$ cat config.mk
export PLATFORM = sky130hd
export DESIGN_NAME = updown_counter_display
export DESIGN_NICKNAME = d
export VERILOG_FILES = /design/src/rtl/updown_counter_display.sv
export SDC_FILE = /design/constraint.sdc
export NUM_CORES = 1
export LEC_CHECK = 0
export CAP_MARGIN = 40
export CORE_ASPECT_RATIO = 1.1
export CORE_UTILIZATION = 40
export CTS_CLUSTER_SIZE = 24
export DETAILED_ROUTE_END_ITERATION = 12
export PLACE_DENSITY = 0.79
export SYNTH_ARGS = -nofsm -noshare
export SYNTH_HDL_FRONTEND = slang
export SYNTH_SLANG_ARGS = --single-unit
$ cat constraint.sdc
create_clock -name clk -period 3.1 [get_ports clk]
set_clock_uncertainty 0.2 [all_clocks]
set_input_delay 0.465 -clock clk [delete_from_list [all_inputs] [get_ports clk]]
set_output_delay 0.465 -clock clk [all_outputs]
set_load 0.1 [all_outputs]
$ cat src/rtl/updown_counter_display.sv
// updown_counter_display: button-stepped up/down counter with load, wrap/saturate, flags and hex 7-seg readout
module updown_counter_display #(
  parameter int WIDTH = 6,
  parameter int DIGITS = 2,
  parameter logic [WIDTH-1:0] START = {WIDTH{1'b1}}
) (
  input  logic                  clk,
  input  logic                  reset,
  input  logic                  step,
  input  logic                  dir,
  input  logic                  load,
  input  logic [WIDTH-1:0]      load_value,
  input  logic                  wrap_en,
  output logic [WIDTH-1:0]      count,
  output logic                  zero,
  output logic                  tc,
  output logic [7*DIGITS-1:0]   seg
);
  // Active-high glyphs indexed by nibble, bit 0 = segment a; inverted at the pins.
  localparam logic [6:0] GLYPH [16] = '{
    7'h3F, 7'h06, 7'h5B, 7'h4F, 7'h66, 7'h6D, 7'h7D, 7'h07,
    7'h7F, 7'h6F, 7'h77, 7'h7C, 7'h39, 7'h5E, 7'h79, 7'h71
  };
  logic                sync1_q, sync2_q, hist_q;
  logic                step_pulse, at_lim;
  logic [WIDTH-1:0]    count_q, count_d;
  logic                tc_q, tc_d;
  logic [4*DIGITS-1:0] hex;
  // Synchronise the raw button; flops reset high so a button held through reset gives no step.
  always_ff @(posedge clk or posedge reset)
    if (reset) {sync1_q, sync2_q, hist_q} <= 3'b111;
    else {sync1_q, sync2_q, hist_q} <= {step, sync1_q, sync2_q};
  assign step_pulse = sync2_q & ~hist_q;
  // Next count: load wins and swallows a coincident step; wrapping falls out of modulo arithmetic.
  always_comb begin
    at_lim  = dir ? &count_q : ~|count_q;
    count_d = load ? load_value :
              (!step_pulse || (at_lim && !wrap_en)) ? count_q :
              dir ? count_q + 1'b1 : count_q - 1'b1;
    tc_d    = !load && step_pulse && at_lim;
  end
  // Count and terminal-count registers.
  always_ff @(posedge clk or posedge reset)
    if (reset) begin
      count_q <= START;
      tc_q    <= 1'b0;
    end else begin
      count_q <= count_d;
      tc_q    <= tc_d;
    end
  assign count = count_q;
  assign tc    = tc_q;
  assign zero  = ~|count_q;
  assign hex   = (4*DIGITS)'(count_q);
  for (genvar i = 0; i < DIGITS; i++) begin : g_dig
    assign seg[7*i +: 7] = ~GLYPH[hex[4*i +: 4]];
  end
endmodule
# ---- Word level (Yosys, flattened, before mapping)
# Memory sizes are Yosys's and may differ from the RTL's.
# Cells that the tools add are included.
dict set report op_classes {
  muxes 8
  add_sub_neg 2
  reduce_logical 10
  n_eq_ne 1
  bitwise 6
  magnitude_cmp 2
}
# op count
set op_table {}
lappend op_table {{$mux 7} 4}
lappend op_table {{$mux 6} 3}
lappend op_table {{$not 7->7} 2}
lappend op_table {{$ge 5x5->1 const B} 2}
lappend op_table {{$add 6x1->6 const B} 1}
lappend op_table {{$reduce_and 6->1} 1}
lappend op_table {{$reduce_or 6->1} 1}
lappend op_table {{$sub 6x1->6 const B} 1}
lappend op_table {{$not 2->5} 1}
lappend op_table {{$not 4->5} 1}
lappend op_table {{$logic_not 1->1} 4}
lappend op_table {{$logic_and 1x1->1} 3}
lappend op_table {{$ne 2x2->1 const B} 1}
lappend op_table {{$and 1x1->1} 1}
lappend op_table {{$logic_or 1x1->1} 1}
lappend op_table {{$mux 1} 1}
lappend op_table {{$not 1->1} 1}
dict set report totals {
  rom_bits 224
  reg_bits 10
  n_memories 2
  out_inout_bits 22
  input_bits 12
}
# name depth word_bits read_ports rd_ports_with_merged_regs write_ports line
set memory_table {}
lappend memory_table {{(no name shown)} 16 7 1 0 0 56} ;# assign seg[7*i +: 7] = ~GLYPH[hex[4*i +: 4]];
lappend memory_table {{(no name shown)} 16 7 1 0 0 56}

# ---- Depth between registers and ports, before layout
dict set report depth {
  depth_word 7
  mapped_depth 8
  mapped_depth_nobuf 7
}

# ---- Worst setup path before layout
# Ideal clock, no wire load.
dict set report synth_timing {
  path_kind {register to output}
  startpoint {register count_q[0] (netlist: count[0])}
  endpoint {output seg[4]}
  n_path_buf 0
  slack_ns -1.402
  stages_incl_launch_ff 5
  arrival_time_ns 3.837
  cell_sequence {dfstp_2 > inv_1 > ha_1 > nor2b_1 > o32ai_1}
}
dict set report synth_via {
  elab_chain_len 5
}
# element line
set synth_rtl {}
lappend synth_rtl {{start, declared} 26} ;# logic [WIDTH-1:0] count_q, count_d;
lappend synth_rtl {{start signal, assigned} 48} ;# count_q <= count_d;
lappend synth_rtl {{$not 4->5 (implied by the code)} 56}
lappend synth_rtl {{$mem_v2 16x7} -}
lappend synth_rtl {{$mux 7 (implied by the code) (2 in series)} 56}
lappend synth_rtl {{$not 7->7} 56}
lappend synth_rtl {{end, declared} 17} ;# output logic [7*DIGITS-1:0] seg
# Every way passes these cells. The select of a mux whose other input is x is not followed.

# ---- Final worst setup path
dict set report layout_timing {
  startpoint {register count_q[0] (netlist: count[0])}
  endpoint {output seg[3]}
}
# Same word-level chain as after synthesis.

==> impl_metrics.env <==
export IMPL_cp_cell_sequence="inv_1, ha_1, inv_1, mux4_2, buf_4"
export IMPL_routedWlPerCell_um=13.36
export IMPL_startpoint_type="flop"
export IMPL_port_buffers=32
export IMPL_syn_inst=105
export IMPL_finalWirelength_um=2218
export IMPL_cts_buffers=3
export IMPL_vias=871
export IMPL_grtUsageTotal=0.1836
export IMPL_fp_dieW_um=49.16
export IMPL_via_per_inst=5.247
export IMPL_cts_tree="built"
export IMPL_max_freq_ghz=0.3627
export IMPL_fin_crit_sh=0.8894
export IMPL_cts_setup_buffers=0
export IMPL_avgSynthCellArea_um2=9.318
export IMPL_grt_pass1_wl_um=3622
export IMPL_layout_nets=160
export IMPL_rows=18
export IMPL_setup_viol=0
export IMPL_cp_common_cell="inv_1"
export IMPL_gp_congestion=0.7658
export IMPL_ctsResizeCount=0
export IMPL_grt_max_degree=19
export IMPL_antenna_found_initial=0
export IMPL_cts_buffer_depth=2
export IMPL_drive_above_1_share=0.3603
export IMPL_tns_ns=0
export IMPL_p_leak_nw=0.6387
export IMPL_crit_fanout=10
export IMPL_clkLatencyLatePin_ns=0.26
export IMPL_htreeDepth=1
export IMPL_num_antenna_cells=0
export IMPL_period_minus_slack_ns=2.757
export IMPL_rsz0062_at_grt="false"
export IMPL_cts_root_buf="clkbuf_4"
export IMPL_synth_cell_types=41
export IMPL_holdBufCountCts=0
export IMPL_initial_core_util=0.4301
export IMPL_io_pin_count=34
export IMPL_synth_seq_cells=10
export IMPL_slew_viol_final=0
export IMPL_synth_fp_nets=128
export IMPL_cp_slowest_cell="dfstp_2"
export IMPL_cp_required_ns=2.43
export IMPL_min_delay_path_class="flop to flop"
export IMPL_syn_cell_area_um2=978.4
export IMPL_dp_slack_ns=0.2824
export IMPL_core_area_mm2=0.002275
export IMPL_postRouteAntennaNets=0
export IMPL_syn2layout_area_growth_pct=38.75
export IMPL_hold_ws_ns=0.1617
export IMPL_grt_ovfl_total=0
export IMPL_drtIter0Drc=8
export IMPL_cts_reportedPaths_clkPinSlew_ns=0.07
export IMPL_cts_sinks=10
export IMPL_endpoint_kind="primary output"
export IMPL_die_area_mm2=0.002648
export IMPL_path_buf_inv=3
export IMPL_drc=0
export IMPL_ys_seq_area_frac=0.2673
export IMPL_max_stage_delay_ns=0.65
export IMPL_drv_cap=0
export IMPL_ys_warn_count=0
export IMPL_die_h_um=53.87
export IMPL_hold_viol_final=0
export IMPL_finish_utilization=0.5968
export IMPL_ir_drop_v=0.0004344
export IMPL_worstPathArrival_ns=2.09
export IMPL_n_fill_cell=198
export IMPL_hpwlAfterDp_um=1786
export IMPL_first_pass_iters=4
export IMPL_status="completed"
export IMPL_power_density_mw_per_mm2=710.7
export IMPL_grt_pass1_vias=802
export IMPL_crit_family="flip-flops"
export IMPL_fin_ws_ns=0.3430
export IMPL_crit_type="flop to primary output"
-- area by class of cell --
| cell class | count | area, um^2 | share of cell area |
|---|---|---|---|
| clock buffer | 4 | 36.28 | 0.02673 |
| inverter | 8 | 30.03 | 0.02212 |
| multi-input combinational | 80 | 671.9 | 0.4949 |
| sequential | 10 | 261.5 | 0.1926 |
| tap | 30 | 37.54 | 0.02765 |
| timing repair buffer | 34 | 320.3 | 0.2359 |
-- final timing paths --
path | from | end | slack, ns | cells past startpoint
max | count[0] | seg[3] | 0.34 | 5
min | sync1_q | sync2_q | 0.16 | 0
max reg2reg | count[3] | count[5] | 0.73 | 6
min reg2reg | sync1_q | sync2_q | 0.16 | 0
max in group asynchronous | reset | count[5] | 2.13 | 2
min in group asynchronous | reset | tc | 0.27 | 2
-- stage by stage --
step	total power, mW	instance area [um^2]	std cells
after floorplan	0.7030	998.5	105
after global placement	0.8416	1321	162
after detailed placement	0.8515	1321	162
after CTS	0.9710	1358	166
after global routing	1.005	1358	166
final	0.9649	1358	166
-- cell usage in the layout, fill, tap and decap left out, types with 2 or more instances in the layout --
cell type | netlist | final
nor2_1 | 8 | 7
ha_1 | 10 | 10
clkbuf_4 | 0 | 3
nand2_1 | 6 | 6
clkdlybuf4s50_1 | 0 | 11
inv_1 | 7 | 7
xnor2_1 | 2 | 2
mux2i_1 | 7 | 7
a22o_1 | 2 | 2
buf_4 | 2 | 20
nand2b_1 | 2 | 2
a21o_1 | 3 | 3
buf_12 | 0 | 3
o21ai_1 | 6 | 5
nand3_1 | 3 | 3
dfstp_2 | 9 | 9
nor2b_1 | 5 | 4
a21oi_1 | 4 | 3
-- synthesized netlist by cell type --
master     number  share of area
mux4_2          1          0.023
buf_4           2          0.015
inv_1           7          0.027
nand2b_1        2          0.013
and4b_1         1          0.010
a221oi_1        1         0.0090
nand3_1         3          0.015
fa_1            1          0.020
clkbuf_1        4          0.015
a41oi_2         1          0.017
a21oi_1         4          0.020
ha_1           10           0.13
nand3_2         1          0.010
a21o_1          3          0.023
nand2_1         6          0.023
buf_2           1         0.0051
or3b_1          1         0.0090
dfrtp_1         1          0.026
conb_1          1         0.0038
o311ai_1        1         0.0090
a32o_2          1          0.012
a2111oi_2       1          0.015
xor2_1          1         0.0090
a221o_1         1          0.010
mux2i_1         7          0.072
o21a_2          1         0.0090
nand3b_1        1         0.0077
nor3_1          1         0.0051
nor2b_1         5          0.032
a22o_1          2          0.018
o32ai_1         1         0.0090
a211oi_1        1         0.0077
nor3b_1         1         0.0077
xnor2_1         2          0.018
nor2_1          8          0.031
dfstp_2         9           0.24
o21ai_1         6          0.031
o31ai_4         1          0.022
a211o_1         1         0.0090
o22a_1          1         0.0090
inv_2           1         0.0038
-- registers in the layout (all words and copies together) (netlist names) --
register  flops
sync2_q       1
hist_q        1
sync1_q       1
tc            1
count         6
-- kinds of logic after synthesis --
group                    Yosys count  share of synthesized area
XOR/XNOR                           3                    0.02686
flip-flops                        10                     0.2673
multiplexers                       8                    0.09463
other                              1                   0.003833
adder cells (fa/ha/maj)           11                     0.1483
AND/OR/NAND/NOR                   30                     0.1637
AO/OA/AOI/OAI                     27                     0.2289
buffers and inverters             15                    0.06648
-- metal layers --
metal	global-route usage	vias to the layer above	routed length [um]	part of all wire
li1	-	436	-	-
met1	0.2401	412	1003	0.45
met2	0.3128	21	1140	0.51
met3	0.01130	2	62	0.028
met4	0.08824	0	12	0.0054
met5	0	-	0	0
-- where the power goes --
group	internal [mW]	total [mW]	switching, mW	leakage [nW]
Combinational	0.186	0.663	0.477	0.509
Sequential	0.155	0.187	0.0322	0.109
Clock	0.0712	0.115	0.0439	0.0210
Total	0.412	0.965	0.553	0.639
No activity file was read; power rests on OpenSTA's default activity.
